<file path="config.mk">
export PLATFORM = sky130hd
export DESIGN_NAME = enc_rr_arbiter_4
export DESIGN_NICKNAME = d
export VERILOG_FILES = /design/src/rtl/enc_rr_arbiter_4.sv
export SDC_FILE = /design/constraint.sdc
export NUM_CORES = 1
export LEC_CHECK = 0
export BUFFER_PORTS_ARGS = -buffer_cell sky130_fd_sc_hd__buf_2
export CORE_MARGIN = 2
export CORE_UTILIZATION = 52
export DETAILED_ROUTE_END_ITERATION = 12
export PLACE_DENSITY = 0.85
export RECOVER_POWER = 50
export SLEW_MARGIN = 20
export SYNTH_ARGS = -nofsm -noshare
export SYNTH_HDL_FRONTEND = slang
export SYNTH_SLANG_ARGS = --single-unit
</file>
<file path="constraint.sdc">
create_clock -name clk -period 2.25 [get_ports clk]
set_clock_uncertainty 0.15 [all_clocks]
set_input_delay 0.1125 -clock clk [delete_from_list [all_inputs] [get_ports clk]]
set_output_delay 0.1125 -clock clk [all_outputs]
set_load 0.01 [all_outputs]
</file>
<file path="src/rtl/enc_rr_arbiter_4.sv">
// enc_rr_arbiter_4: four-requester round-robin arbiter driving a shared
// datapath select. A one-hot grant is encoded to a 2-bit index and held
// until done, request drop, enable drop or the hold limit. Each release
// is followed by a one-cycle gap with no grant.
module enc_rr_arbiter_4 #(
  parameter int HOLD_MAX = 8,
  parameter int CNT_W    = 4
) (
  input  logic       clk,
  input  logic       rst,
  input  logic       EIN,
  input  logic [3:0] req,
  input  logic       done,
  output logic [3:0] gnt,
  output logic [1:0] out,
  output logic       gnt_valid,
  output logic       EOUT,
  output logic       timeout
);

  typedef enum logic [1:0] {
    S_IDLE  = 2'd0,
    S_GRANT = 2'd1,
    S_GAP   = 2'd2
  } state_t;

  localparam logic [CNT_W-1:0] HOLD_LIM = CNT_W'(HOLD_MAX);
  localparam logic [CNT_W-1:0] CNT_ONE  = CNT_W'(1);
  localparam logic [CNT_W-1:0] CNT_SAT  = {CNT_W{1'b1}};

  state_t           state_r;
  logic [CNT_W-1:0] hold_cnt_r;
  logic [1:0]       last_r;

  logic [1:0]       pick_s;
  logic             hold_hit_s;
  logic             release_s;
  logic             tmo_s;

  // Round-robin search: first set request at last+1, last+2, ... (mod 4).
  function automatic logic [1:0] rr_pick(input logic [3:0] r, input logic [1:0] last);
    logic [1:0] idx;
    logic [1:0] sel;
    logic       found;
    sel   = 2'd0;
    found = 1'b0;
    for (int i = 1; i <= 4; i++) begin
      idx = last + i[1:0];
      if (!found && r[idx]) begin
        sel   = idx;
        found = 1'b1;
      end else begin
        found = found;
      end
    end
    return sel;
  endfunction

  // Index to one-hot grant.
  function automatic logic [3:0] onehot4(input logic [1:0] idx);
    return 4'b0001 << idx;
  endfunction

  // One-hot grant back to its 2-bit index (4-to-2 encoder).
  function automatic logic [1:0] enc4to2(input logic [3:0] oh);
    logic [1:0] idx;
    case (oh)
      4'b0001: idx = 2'd0;
      4'b0010: idx = 2'd1;
      4'b0100: idx = 2'd2;
      4'b1000: idx = 2'd3;
      default: idx = 2'd0;
    endcase
    return idx;
  endfunction

  assign pick_s = rr_pick(req, last_r);

  // Release decision for the held grant; enable drop is checked first so an
  // unknown request vector while disabled never reaches the outputs.
  always_comb begin
    hold_hit_s = 1'b0;
    release_s  = 1'b0;
    tmo_s      = 1'b0;
    if (HOLD_MAX != 0) begin
      hold_hit_s = (hold_cnt_r == HOLD_LIM);
    end else begin
      hold_hit_s = 1'b0;
    end
    if (!EIN) begin
      release_s = 1'b1;
      tmo_s     = 1'b0;
    end else if (done) begin
      release_s = 1'b1;
      tmo_s     = 1'b0;
    end else if (!req[out]) begin
      release_s = 1'b1;
      tmo_s     = 1'b0;
    end else if (hold_hit_s) begin
      release_s = 1'b1;
      tmo_s     = 1'b1;
    end else begin
      release_s = 1'b0;
      tmo_s     = 1'b0;
    end
  end

  // Grant/hold/gap state machine with registered outputs.
  always_ff @(posedge clk) begin
    if (rst) begin
      state_r    <= S_IDLE;
      gnt        <= 4'b0000;
      out        <= 2'd0;
      gnt_valid  <= 1'b0;
      EOUT       <= 1'b0;
      timeout    <= 1'b0;
      hold_cnt_r <= {CNT_W{1'b0}};
      last_r     <= 2'd3;
    end else begin
      EOUT    <= EIN & ~(|req);
      timeout <= 1'b0;
      case (state_r)
        S_IDLE: begin
          if (EIN && (req != 4'b0000)) begin
            gnt        <= onehot4(pick_s);
            out        <= enc4to2(onehot4(pick_s));
            gnt_valid  <= 1'b1;
            hold_cnt_r <= CNT_ONE;
            state_r    <= S_GRANT;
          end else begin
            gnt       <= 4'b0000;
            gnt_valid <= 1'b0;
          end
        end
        S_GRANT: begin
          if (release_s) begin
            gnt        <= 4'b0000;
            gnt_valid  <= 1'b0;
            last_r     <= out;
            timeout    <= tmo_s;
            hold_cnt_r <= {CNT_W{1'b0}};
            state_r    <= S_GAP;
          end else if (hold_cnt_r != CNT_SAT) begin
            hold_cnt_r <= hold_cnt_r + CNT_ONE;
          end else begin
            hold_cnt_r <= hold_cnt_r;
          end
        end
        S_GAP: begin
          gnt       <= 4'b0000;
          gnt_valid <= 1'b0;
          state_r   <= S_IDLE;
        end
        default: begin
          gnt       <= 4'b0000;
          gnt_valid <= 1'b0;
          state_r   <= S_IDLE;
        end
      endcase
    end
  end

endmodule

</file>
Word level (Yosys, flattened, before mapping). Index checks and enable logic that the tools add are counted.

Bits in registers: 17. Latch bits: 0. Memory bits (writable): 0. ROM bits: 0. Output and inout port bits: 9. Memories: 0.

$add $sub $neg: 4. Multipliers: 0. Div/mod/pow operators: 0. Order comparisons: 5. Eq/ne operators: 9. Shifts and indexed selects: 1. Muxes and demuxes: 35. Bitwise gates (word level): 6. Reductions and logical operators: 16.

Operator list (count): $mux W4 (5); $pmux W4 S2 (2); $lt A2 B3 Y1 const B (5); $mux W1 (14); $mux W2 (6); $bmux W1 S2 (5); $eq A4 B4 Y1 const B (2); $pmux W2 S3 (1); $reduce_and A2 Y1 (3); $reduce_or A6 Y1 (1); $not A1 Y1 (5); $add A2 B2 Y2 const B (2); $add A4 B1 Y4 const B (1); $eq A4 B2 Y1 const B (1); $eq A4 B3 Y1 const B (1); $logic_and A1 B1 Y1 (4); $ne A2 B2 Y1 const B (2); $ne A4 B4 Y1 const B (1); $pmux W2 S2 (1); $reduce_bool A4 Y1 (1); $reduce_or A4 Y1 (1); $shl A1 B2 Y4 const A (1); $logic_not A1 Y1 (3); $ne A3 B3 Y1 const B (1); 7 further kinds (7).

Logic depth before layout (Yosys ltp). Gate-level depths: netlist (run 1).

Word-level depth: 16. Gate-level depth with buffers: 7. Mapped depth without buffers: 7.

Least setup slack after synthesis (run 1). Ideal clock, no wire load.

Path kind: register to register. Start: register out[1]. End: register hold_cnt_r[2]. Library setup time: 119 ps. Arrival time: 1440 ps. Path slack: 541 ps. Cell stages (with the launch flop): 6. Path through: dfxtp_1 -> mux2_2 -> a2bb2oi_2 -> o31ai_1 -> o21ai_0 -> a21oi_1.

Word-level cells in the longest chain between the ends: 7. Elaborated cells on any way between the ends: 9. Those cells by class: eq/ne: 1; mux: 7; reduce/logical: 1.

RTL lines: from (decl) (RTL line 15) `output logic [1:0] out,`; from (signal assigned) (RTL line 126) `out <= enc4to2(onehot4(pick_s));`; $bmux W1 S2 * (RTL line 96) `end else if (!req[out]) begin`; $mux W1 (implied by the code) * (RTL line 96); $mux W1 * (RTL line 96); $mux W1 * (RTL line 93) `end else if (done) begin`; $mux W1 * (RTL line 90) `if (!EIN) begin`; $ne A3 B3 Y1 (no line) / $mux W4 (equally long branches); $reduce_and A3 Y1 (no line) / $pmux W4 S2 (equally long branches); to (signal assigned) (RTL line 117) `hold_cnt_r <= {CNT_W{1'b0}};`; to (signal assigned) (RTL line 141) `hold_cnt_r <= {CNT_W{1'b0}};`; to (signal assigned) (RTL line 144) `hold_cnt_r <= hold_cnt_r + CNT_ONE;`; to (decl) (RTL line 32) `logic [CNT_W-1:0] hold_cnt_r;`.

Every way passes the cells marked *; elsewhere a longest branch is shown, timed or not. The select of a mux whose other input is x is not followed. A chain may end at the register's enable or synchronous reset.

Worst setup path after layout (run 1).
Start: input EIN. End: register hold_cnt_r[3].

Word-level cells in the longest chain between the ends: 3. Elaborated cells on any way between the ends: 7. Those cells by class: eq/ne: 2; mux: 3; reduce/logical: 2.

RTL lines: from (decl) (RTL line 11) `input logic EIN,`; $mux W1 / $logic_and A1 B1 Y1 (equally long branches) (RTL line 90, 124); $ne A3 B3 Y1 (no line), or another cell as far along; $reduce_and A3 Y1 (no line) / $pmux W4 S2 (equally long branches).

Parallel ways exist; a longest one is shown, timed or not.

==> results.md, run 1 <==
Timing:
- Setup repair after global routing left no endpoint under its margin.
- The worst hold margin is 27.7 ps.
- The total setup violations reported at the end of the flow is 0.
- Adding up every negative setup slack in the final design gives 0 ps.
- The hold violation count in the final report is 0.
- The share of the clock period used by the worst path is 83.1%.
- At the pin with the least slew margin, the transition time is 616 ps.
- The number of pins exceeding their max-slew limit in the final report was 0.
- In this run the tightest slew margin relative to its limit is 58.6%.
- The fmax is 0.535 GHz.
- The final worst-path setup slack is 380 ps.
- For the finished layout, the period the worst path requires is 1870 ps.

Floorplanning:
- The die is 44.9 um tall.
- The floorplan core area is 1540 um2.
- The die covers 2020 um2.
- For this configuration, the core starts out at a cell density of 56.4%.
- The width of the die is 44.9 um.
- The count of boundary I/O pins is 17.
- The floorplan has 14 rows.

Yosys:
- The sequential area share after synthesis is 39.1%.
- The most instantiated flip-flop cell in the synthesis netlist is dfxtp_1.
- The number of distinct standard cells referenced by the synthesized netlist is 35.
- The synthesized design contains 0 enable-type register cells.
- The post-synth design cell area is 870 um2.
- After Yosys synthesis, and, or, nand and nor cells account for 31.8% of the synthesized area.
- The post-synthesis net count is 107.
- Of the total synthesized cell area, the portion taken by full adders, half adders and majority gates is 2.88%.
- By area, the combinational part of the netlist is dominated by simple AND/OR/NAND/NOR gates.
- The post-synthesis instance total is 97.
- The leading cell type by number of instances after synthesis is dfxtp_1.
- The multiplexer fraction of the synthesized cell area is 3.60%.
- The cell taking the most area after synthesis is dfxtp_1.
- The share of synthesized registers carrying an async set or reset is 0%.
- The commonest cells after synthesis are dfxtp_1, nor2_1, a21oi_1.
- The synthesized netlist devotes 20.0% of its cell area to compound gates.
- In the post-synthesis netlist, the biggest area contributors are dfxtp_1, nor2_1, nand3b_1, a21oi_1, a22oi_1.
- Of the post-synthesis cell area, the dominant cell type holds 39.1%.
- Of the total synthesized cell area, the portion taken by XOR and XNOR cells is 0%.
- The average instance in the mapped netlist occupies 8.96 um2.
- During synthesis, Yosys emitted a total of 0 warnings.
- The number of synthesized register bits is 17.

GRT:
- Global routing used 22.1% of the available tracks across all layers.
- Summed over all layers, the global routing overflow is 0.
- The via count of the first global-routing pass is 706.
- The initial antenna violation count is 0.
- The first global-routing pass estimated 3080 um of wire.
- Entering global routing, the biggest net connects 20 pins.

Critical path:
- The required time reported for the critical path endpoint is 2330 ps.
- Data on the critical path arrives at its endpoint at 1950 ps.
- The class of the most critical setup path is input pin to flop.
- The critical-path maximum fanout is 5.
- The largest delay contributor family on the critical path is buffers and inverters.
- The endpoint kind of the worst setup timing path is a flop.
- For this run, the slowest stage of the critical path takes 520 ps.
- The slowest cell on the critical path is dlygate4sd3_1.
- The category of the worst setup path launch point is an input pin.
- The critical path goes through dlygate4sd3_1 -> clkbuf_1 -> nor3b_4 -> a2bb2oi_2 -> o31ai_1 -> nor2_1 -> nor3_2.
- The buffers plus inverters on the worst setup path is 2.

Routing:
- The number of nets with antenna violations after routing is 0.
- The post-route DRC violation count is 0.
- The first-iteration detailed-routing DRC count is 16.
- The final layout contains routed wiring with a total length of 1840 um.
- The first detailed-routing pass took 4 iterations.
- Summing over every cut layer, the via total after detailed routing is 757.
- The average wire length per cell after detail routing is 14.1 um.
- The average via count per standard cell is 5.78.

Place:
- The final HPWL from detailed placement is 1440 um.
- Including well taps, the total number of placed cells is 126.
- OpenSTA, run right after detailed placement, puts the worst setup slack at 402 ps.
- After detailed placement, the total cell area comes to 958 um2.
- During placement, the flow inserted port buffers numbering 16.
- At the end of routability-driven placement, the weighted congestion stood at 0.789.

Clock network:
- In this run, post-CTS repair resized a total of 0 instances.
- CTS built an H-tree with a depth of 1.
- The insertion delay of the later-clocked pin in the worst-skew pair is 300 ps.
- The CTS sink count is 17.
- TritonCTS built the clock tree.
- The cell chosen for the clock root is clkbuf_4.
- Buffers inserted during clock tree synthesis total 3.
- In this run the deepest clock path goes through 2 buffers.
- Clock-pin slew was measured on the worst setup and hold paths at 100 ps.

Power:
- The areal power density over the cells is 620 nW/um2.
- The analysis attributes to cell leakage a power of 0.358 nW.
- The maximum vdd ir drop is 332 uV.
- Overall power consumption after layout is estimated at 609 uW.

Run status:
- The flow ran to the end, and the final reports show no timing, DRC or antenna violations.

Final layout:
- The number of nets in the layout is 126.
- The final non-filler cell total is 131.
- The number of diodes is 0.
- Cells fill 63.8% of the core in the end.
- In the final layout, the share of cells above drive strength 1 is 16.5%.
- The filler cells instantiated in the layout total 135.
- Summing all non-filler instances in the final layout gives an area of 983 um2.
- The area growth from synthesis to layout is 13.1%.

Worst hold path:
- The path class of the tightest hold or removal check is input pin to flop.

Run:
- The number of max-capacitance violations reported is 0.
## layer usage
metal	vias up	routed length [um]	GRT usage [%]
met3	7	60	5.60
met5	-	0	0
met1	347	760	22.0
met2	14	955	40.3
met4	0	68	14.1
li1	389	-	-
## flip-flops by register name (all words and copies together) (netlist names)
name and count:
gnt 4, hold_cnt_r 4, last_r 2, out 2, state_r 2, EOUT 1, gnt_valid 1, timeout 1
## worst reg2reg max path, cell delays in order, from the launching register on
cell,delay [ps]
dfxtp_1,450
mux2_2,390
a2bb2oi_2,300
o31ai_1,200
o21ai_0,190
a21oi_1,80
## final timing paths
path	start	endpoint	slack [ps]	depth (start not counted)
setup / recovery	EIN	hold_cnt_r[3]	380	7
hold / removal	rst	gnt[2]	30	2
setup reg to reg	out[1]	hold_cnt_r[2]	380	5
hold reg to reg	gnt[2]	gnt[2]	350	2
## cell families after synthesis
group | after synthesis
AND/OR/NAND/NOR | 45
multiplexers | 3
AO/OA/AOI/OAI | 24
flip-flops | 17
buffers and inverters | 6
adder cells (fa/ha/maj) | 2
## cell usage in the layout (no fill, tap or decap), types with 3 or more instances in the layout
master and n:
a21oi_1 6, nor3_1 3, o21ai_0 4, nor2_1 15, nand3b_1 5, clkbuf_1 10, a22oi_1 4, dfxtp_1 17
nand2_1 4, inv_1 3, buf_2 6, nor2b_1 3, nand2b_1 3, clkbuf_4 3
## power by group
part	switching, mW	internal, mW
combinational	0.0622	0.0481
clock	0.100	0.0664
sequential	0.0163	0.316
## timing repair
action | CTS | global route
hold buffers | 1 | 0
buffers inserted | 0 | 0
endpoints found under the hold margin | 1 | 0
## layout make-up
cell class	instances	area [um2]	area share, %
Multi-Input combinational cell	74	507	51.5
Sequential cell	17	340	34.6
Timing Repair Buffer	17	77.6	7.89
Clock buffer	3	22.5	2.29
Tap cell	16	20.0	2.04
Inverter	3	11.3	1.15
Clock inverter	1	5.00	0.509
Note: power is estimated with default switching activity, not from simulation.
==> run 2, diff against run 1 <==
Clock period 2.25 ns to 1.9 ns, I/O delays scaled along.
==> results.md, run 2 (synthesis results as in run 1) <==
Timing:
- The relative slew slack is 67.5% (+8.8 points).
- The share of the clock period used by the worst path is 94.1%.
- The total setup violations reported at the end of the flow is 0 (unchanged).
- The final worst-path setup slack is 112 ps (-268 ps).
- The number of pins exceeding their max-slew limit in the final report was 0 (unchanged).
- Derived from the worst setup path, the maximum achievable clock frequency is 0.559 GHz.
- Setup repair after global routing left no endpoint under its margin.
- The final-layout setup total negative slack came to 0 ps (unchanged).
- The transition time at the pin with the least slew margin is 483 ps (-133 ps).
- The hold violation count in the final report was 0 (unchanged).
- The final critical delay including setup and external delays is 1790 ps.

Place:
- The count of buffers inserted at the top-level ports was 16 (unchanged).
- The cell count after placement is 129 (+2.4%).
- The global placer's final weighted congestion was 0.841 (+6.6%).
- The worst setup slack after placement is 123 ps (-279 ps).
- The final HPWL from detailed placement is 1490 um (+3.4%).

Routing:
- The average wire length per cell after detail routing is 14.8 um (+5.0%).
- The post-route DRC violation count is 0 (unchanged).
- The count of vias placed by the detailed router is 806 (+6.5%).
- The number of nets with antenna violations after routing is 0 (unchanged).
- The detailed-route wire length is 1980 um (+7.4%).
- The number of iterations in the first detailed-routing pass came to 4 (unchanged).
- The first-iteration detailed-routing DRC count is 19 (+3).
- The average via count per standard cell was 6.01 (+4.1%).

Clock network:
- The buffer levels on the longest clock path is 2 (unchanged).
- The number of levels in the clock H-tree is 1 (unchanged).
- The clock tree from TritonCTS is done.
- The post-CTS setup-driven buffer insertion count came to 0 (unchanged).
- The CTS sink count is 17 (unchanged).
- The clock-pin slew on the worst setup and hold paths came to 90 ps (about the same).
- The total CTS buffers is 3 (unchanged).
- The insertion delay of the later-clocked pin in the worst-skew pair is 280 ps (-20 ps).
- The cell chosen for the clock root is clkbuf_4.

Final layout:
- The number of diodes came to 0 (unchanged).
- Leaving out fill and tap cells, the most frequent cell in the layout is dfxtp_1.
- The count of fill cells added during filler insertion was 142 (+5.2%).
- The final non-filler cell total is 134 (+2.3%).
- The largest registers in the layout are gnt x4, hold_cnt_r x4.
- The number of nets in the layout is 129 (+2.4%).
- The synthesis-to-layout area growth is 16.8%.
- The proportion of layout cells with a drive suffix above 1 is 18.6% (+2.1 points).
- Leaving out fill and tap cells, the most frequent cells in the layout are dfxtp_1, nor2_1, clkbuf_1, buf_2, a21oi_1.

Floorplanning:
- The initial standard-cell utilization of the core is 56.4% (unchanged).
- The row count is 14 (unchanged).
- The area enclosed by the die boundary is 2020 um2 (unchanged).
- The count of boundary I/O pins is 17 (unchanged).
- The die extent in y is 44.9 um (unchanged).
- The floorplan core area is 1540 um2 (unchanged).
- The width of the die is 44.9 um (unchanged).

Critical path:
- The worst setup path is launched from a flop.
- Traced cell by cell, the critical path runs through mux2i_1 -> a2bb2oi_4 -> o21a_4 -> or3_4 -> nor3_2.
- The critical-path maximum fanout came to 6 (+1).
- The slowest cell on the critical path is dfxtp_1.
- The critical path is of the flop to flop type.
- The endpoint kind of the worst setup timing path is a flop.
- The worst stage delay on the critical path is 430 ps (-90 ps).
- The signal arrival time at the worst endpoint was 1860 ps (-90 ps).
- The required time reported for the critical path endpoint is 1970 ps (-360 ps).

Power:
- The power dissipated by switching net loads came to 207 uW (+15%).
- The proportion of power drawn by combinational gates is 20.3% (+2.2 points).
- The internal cell power came to 521 uW (+21%).
- The areal power density over the cells is 716 nW/um2 (+16%).
- The leakage dissipation was 0.374 nW (+4.6%).
- The clock network fraction of design power is 25.9% (-1.5 points).
- The sequential share of power is 53.8% (-0.7 points).
- The switching part of the total power is 28.4% (-0.97 points).
- The maximum vdd ir drop was 490 uV (+47%).

GRT:
- The pin count of the biggest net entering global routing was 20 (unchanged).
- The initial antenna violation count is 0 (unchanged).
- The overall routing resource usage is 22.1% (about the same).
- The leftover overflow at the end of global routing is 0 (unchanged).
- The via count of the first global-routing pass is 771 (+9.2%).
- The wire length of the first global-routing pass was 3300 um (+7.2%).

Run:
- The number of max-capacitance violations reported is 0 (unchanged).

Run status:
- The flow ran to the end, and the final reports show no timing, DRC or antenna violations.

Worst hold path:
- The class of the tightest hold or removal check is input pin to flop.
==> run 2: cell types whose count changed in the layout (fill, tap and decap cells not counted) <==
| cell | previous run | this run |
|---|---|---|
| o31ai_2 | 0 | 1 |
| buf_4 | 0 | 1 |
| a2bb2oi_2 | 1 | 0 |
| o31ai_1 | 1 | 0 |
| buf_2 | 6 | 8 |
| a2bb2oi_4 | 0 | 1 |
| clkbuf_1 | 10 | 11 |
| clkinv_2 | 1 | 0 |
==> run 2: layout make-up <==
class | instances | area [um2] | area share (%)
clock buffer | 4 | 26.3 | 2.59
timing repair buffer | 20 | 95.1 | 9.36
tap | 16 | 20.0 | 1.97
inverter | 3 | 11.3 | 1.11
multi-input combinational | 74 | 523 | 51.5
sequential | 17 | 340 | 33.5
==> run 2: layer usage <==
metal | global-route usage (%) | part of all wire, %
met2 | 42.3 | 54
met1 | 23.8 | 42
met5 | 0 | 0
met3 | 6.40 | 3.0
met4 | 4.71 | 0.51
==> run 2: timing repair <==
action / 4_1_cts / 5_1_grt
hold buffers: 1 / 0
setup endpoints to repair: 0 / 2
hold endpoints to repair: 1 / 0
gates resized for setup: 0 / 2
==> run 2: path summary, 6_finish.rpt <==
check             startpoint             to  slack [ps]  depth (start not counted)
setup / recovery      out[1]  hold_cnt_r[3]         110                          5
hold reg to reg       gnt[2]         gnt[2]         360                          2
setup reg to reg      out[1]  hold_cnt_r[3]         110                          5
hold / removal           rst         out[1]          20                          2
==> run 2: power groups by stage <==
stage	Combinational [mW]	Sequential [mW]	Clock (mW)
5_1_grt	0.163	0.393	0.212
3_3_place_gp	0.139	0.397	0
3_5_place_dp	0.144	0.399	0
2_1_floorplan	0.0919	0.400	0
6_report	0.147	0.391	0.188
4_1_cts	0.147	0.391	0.193
==> run 2: worst max-delay path, delay by kind of cell (launching register included) <==
family | cells | cell delay (ps)
AND/OR/NAND/NOR | 2 | 500
AO/OA/AOI/OAI | 2 | 470
flip-flops | 1 | 430
multiplexers | 1 | 160
==> run 2: metrics by stage <==
stage                     util (%)  hold slack (ps)  power, mW  cell area, um2
after detailed placement      63.6              251      0.543             981
final                         65.9             24.3      0.727            1020
after CTS                     66.0             17.7      0.731            1020
after global placement        63.6              240      0.536             981
after global routing          65.9             27.5      0.768            1020
after floorplan                  -              109      0.492             870
==> run 3, diff against run 2 <==
Settings changed: CORE_MARGIN 2 to default.
==> results.md, run 3 (synthesis results as in run 1) <==
GRT:
- The via count of the first global-routing pass was 781 (+1.3%).
- The layer flagged by global routing as most heavily used is met2.
- The pin count of the biggest net entering global routing is 20 (unchanged).
- The routing usage on met3 is 7.23% (+0.83 points).
- The overall routing resource usage was 23.0% (+0.93 points).
- The initial antenna violation count is 0 (unchanged).
- The global-route track usage on met1 is 24.1% (+0.26 points).
- The wire length of the first global-routing pass was 3230 um (-2.1%).
- The global-route met2 utilization was 41.8% (-0.50 points).
- The leftover overflow at the end of global routing is 0 (unchanged).

Power:
- The maximum vdd ir drop is 530 uV (+8.2%).
- The power dissipated by switching net loads is 229 uW (+11%).
- The leakage dissipation was 0.379 nW (+1.3%).
- The sequential share of power is 52.1% (-1.7 points).
- The internal cell power is 522 uW (+0.21%).
- The clock network fraction of design power is 28.1% (+2.2 points).
- The proportion of power drawn by combinational gates came to 19.8% (-0.5 points).
- The areal power density over the cells came to 728 nW/um2 (+1.7%).
- The switching part of the total power is 30.5% (+2.1 points).
- The total power after layout is 751 uW (+3.2%).

Place:
- The count of buffers inserted at the top-level ports came to 16 (unchanged).
- The final HPWL from detailed placement was 1380 um (-7.4%).
- The global placer's final weighted congestion is 0.827 (-1.6%).
- The total cell area at the placement stage is 981 um2 (unchanged).
- The cell count after placement is 129 (unchanged).

Routing:
- The number of iterations in the first detailed-routing pass is 4 (unchanged).
- The count of vias placed by the detailed router is 796 (-1.2%).
- The detailed-route wire length was 1910 um (-3.7%).
- The first-iteration detailed-routing DRC count came to 13 (-6).
- The average wire length per cell after detail routing is 14.1 um (-4.5%).
- The average via count per standard cell came to 5.90 (-2.0%).
- The post-route DRC violation count is 0 (unchanged).
- The number of nets with antenna violations after routing is 0 (unchanged).

Clock network:
- The buffer levels on the longest clock path is 2 (unchanged).
- The total CTS buffers is 3 (unchanged).
- TritonCTS built the clock tree.
- In this run the clock root is driven by a clkbuf_4.
- The number of levels in the clock H-tree came to 1 (unchanged).
- The clock-pin slew on the worst setup and hold paths was 100 ps (about the same).
- The insertion delay of the later-clocked pin in the worst-skew pair is 310 ps (+30 ps).
- The CTS sink count is 17 (unchanged).

Critical path:
- The startpoint of the worst-slack reg-to-reg timing path is hold_cnt_r[1].
- The worst stage delay on the critical path is 410 ps (-20 ps).
- The worst setup path endpoint is hold_cnt_r[3].
- The path length in cells of the critical path is 7 (+2).
- The required time reported for the critical path endpoint came to 1990 ps (+20 ps).
- The slowest stage of the critical path is the dfxtp_1 cell.
- The worst register-to-register path ends at hold_cnt_r[3].
- The buffers plus inverters on the worst setup path is 1 (+1).
- Walking the worst path, the cells encountered are inv_1 -> ha_1 -> nand2_1 -> nor2_1 -> o21a_4 -> or3_4 -> nor3_2.
- The critical-path maximum fanout is 6 (unchanged).
- The setup slack of the most critical reg-to-reg path is 110 ps (about the same).
- The class of the most critical setup path is flop to flop.
- The category of the worst setup path launch point is a flop.
- The cell count of the worst reg-to-reg path came to 7 (+2).
- On the critical path the largest part of the delay comes from simple AND/OR/NAND/NOR gates.
- The first element of the critical path is hold_cnt_r[1].
- The endpoint kind of the worst setup timing path is a flop.
- The signal arrival time at the worst endpoint is 1880 ps (+20 ps).

Final layout:
- Leaving out fill and tap cells, the most frequent cell in the layout is dfxtp_1.
- The largest registers in the layout are gnt x4, hold_cnt_r x4.
- The flip-flop and latch area was 342 um2 (+0.37%).
- The final cell area excluding filler cells is 1030 um2 (+1.5%).
- The proportion of layout cells with a drive suffix above 1 is 20.2% (+1.5 points).
- The library cells used most frequently in the layout, excluding fill and tap cells, are dfxtp_1, nor2_1, clkbuf_1, buf_2, a21oi_1.
- The area growth from synthesis to layout is 18.6%.
- The count of fill cells added during filler insertion was 137 (-3.5%).
- The number of diodes came to 0 (unchanged).
- The final non-filler cell total is 135 (+0.75%).
- The multi-input logic area was 523 um2 (unchanged).
- The number of nets in the layout is 130 (+0.78%).

Floorplanning:
- The floorplan core area is 1540 um2 (unchanged).
- The width of the die is 42.9 um (-4.5%).
- The row count is 14 (unchanged).
- The die extent in y is 42.9 um (-4.5%).
- The initial standard-cell utilization of the core was 56.4% (unchanged).
- The count of boundary I/O pins is 17 (unchanged).
- The area enclosed by the die boundary is 1840 um2 (-8.7%).

Timing:
- The fmax came to 0.560 GHz (+0.12%).
- The number of pins exceeding their max-slew limit in the final report is 0 (unchanged).
- The final critical delay including setup and external delays is 1790 ps (-2.09 ps).
- The total setup violations reported at the end of the flow is 0 (unchanged).
- The share of the clock period used by the worst path is 94.0% (-0.11 points).
- The relative slew slack came to 45.9% (-22 points).
- The transition time at the pin with the least slew margin is 811 ps (+328 ps).
- The hold violation count in the final report is 0 (unchanged).
- The worst hold margin came to 31.3 ps (+6.96 ps).

Worst hold path:
- The worst hold path belongs to the class input pin to flop.
- The hold-critical path depth came to 3 (+1).

Run:
- The number of max-capacitance violations reported is 0 (unchanged).

Run status:
- The run finished with clean final reports.
## run 3: changes by cell type in the layout (fill, tap and decap cells not counted), sizes merged
cell         delta
dlygate4sd3     +1
clkinvlp        +1
clkbuf          -1
## run 3: layer usage
| layer | share of wire (%) | routed length [um] | vias up |
|---|---|---|---|
| li1 | - | - | 398 |
| met1 | 42 | 792 | 376 |
| met2 | 52 | 987 | 17 |
| met3 | 4.4 | 83 | 5 |
| met4 | 2.2 | 41 | 0 |
| met5 | 0 | 0 | - |
## run 3: worst reg2reg max path, stage by stage, from the launching register on
cell and delay (ps):
dfxtp_1 410, inv_1 70, ha_1 180, nand2_1 80
nor2_1 90, o21a_4 240, or3_4 350, nor3_2 160
## run 3: area by class of cell
| type | count | share of cell area, % |
|---|---|---|
| repair buffers | 21 | 10.2 |
| flip-flops and latches | 17 | 33.1 |
| well taps | 16 | 1.94 |
| clock inverters | 1 | 0.728 |
| multi-input cells | 74 | 50.7 |
| inverters | 3 | 1.09 |
| clock buffers | 3 | 2.18 |
## run 3: repair_timing
action | 4_1_cts | 5_1_grt
endpoints found under the setup margin | 0 | 3
buffers inserted | 0 | 0
gates resized for setup | 0 | 3
hold buffers | 2 | 0
endpoints found under the hold margin | 7 | 0
## run 3: through the flow
stage,utilization (%),setup WS [ps],setup TNS (ps)
3_5_place_dp,63.6,139,0
6_report,66.9,114,0
4_1_cts,66.9,98.3,0
3_3_place_gp,63.6,189,0
5_1_grt,66.9,-5.13,-5.13
2_1_floorplan,-,191,0
## run 3: worst min path at each step
| stage | from | end |
|---|---|---|
| 2_1_floorplan | EIN | EOUT |
| 3_3_place_gp | EIN | EOUT |
| 3_5_place_dp | EIN | EOUT |
| 4_1_cts | req[1] | EOUT |
| 5_1_grt | req[2] | EOUT |
| 6_report | req[1] | EOUT |
## run 3: power groups by stage
stage	registers [mW]	clock network, mW	logic [mW]
2_1_floorplan	0.400	0	0.0919
3_3_place_gp	0.397	0	0.139
3_5_place_dp	0.398	0	0.143
4_1_cts	0.390	0.215	0.147
5_1_grt	0.394	0.227	0.163
6_report	0.391	0.211	0.149
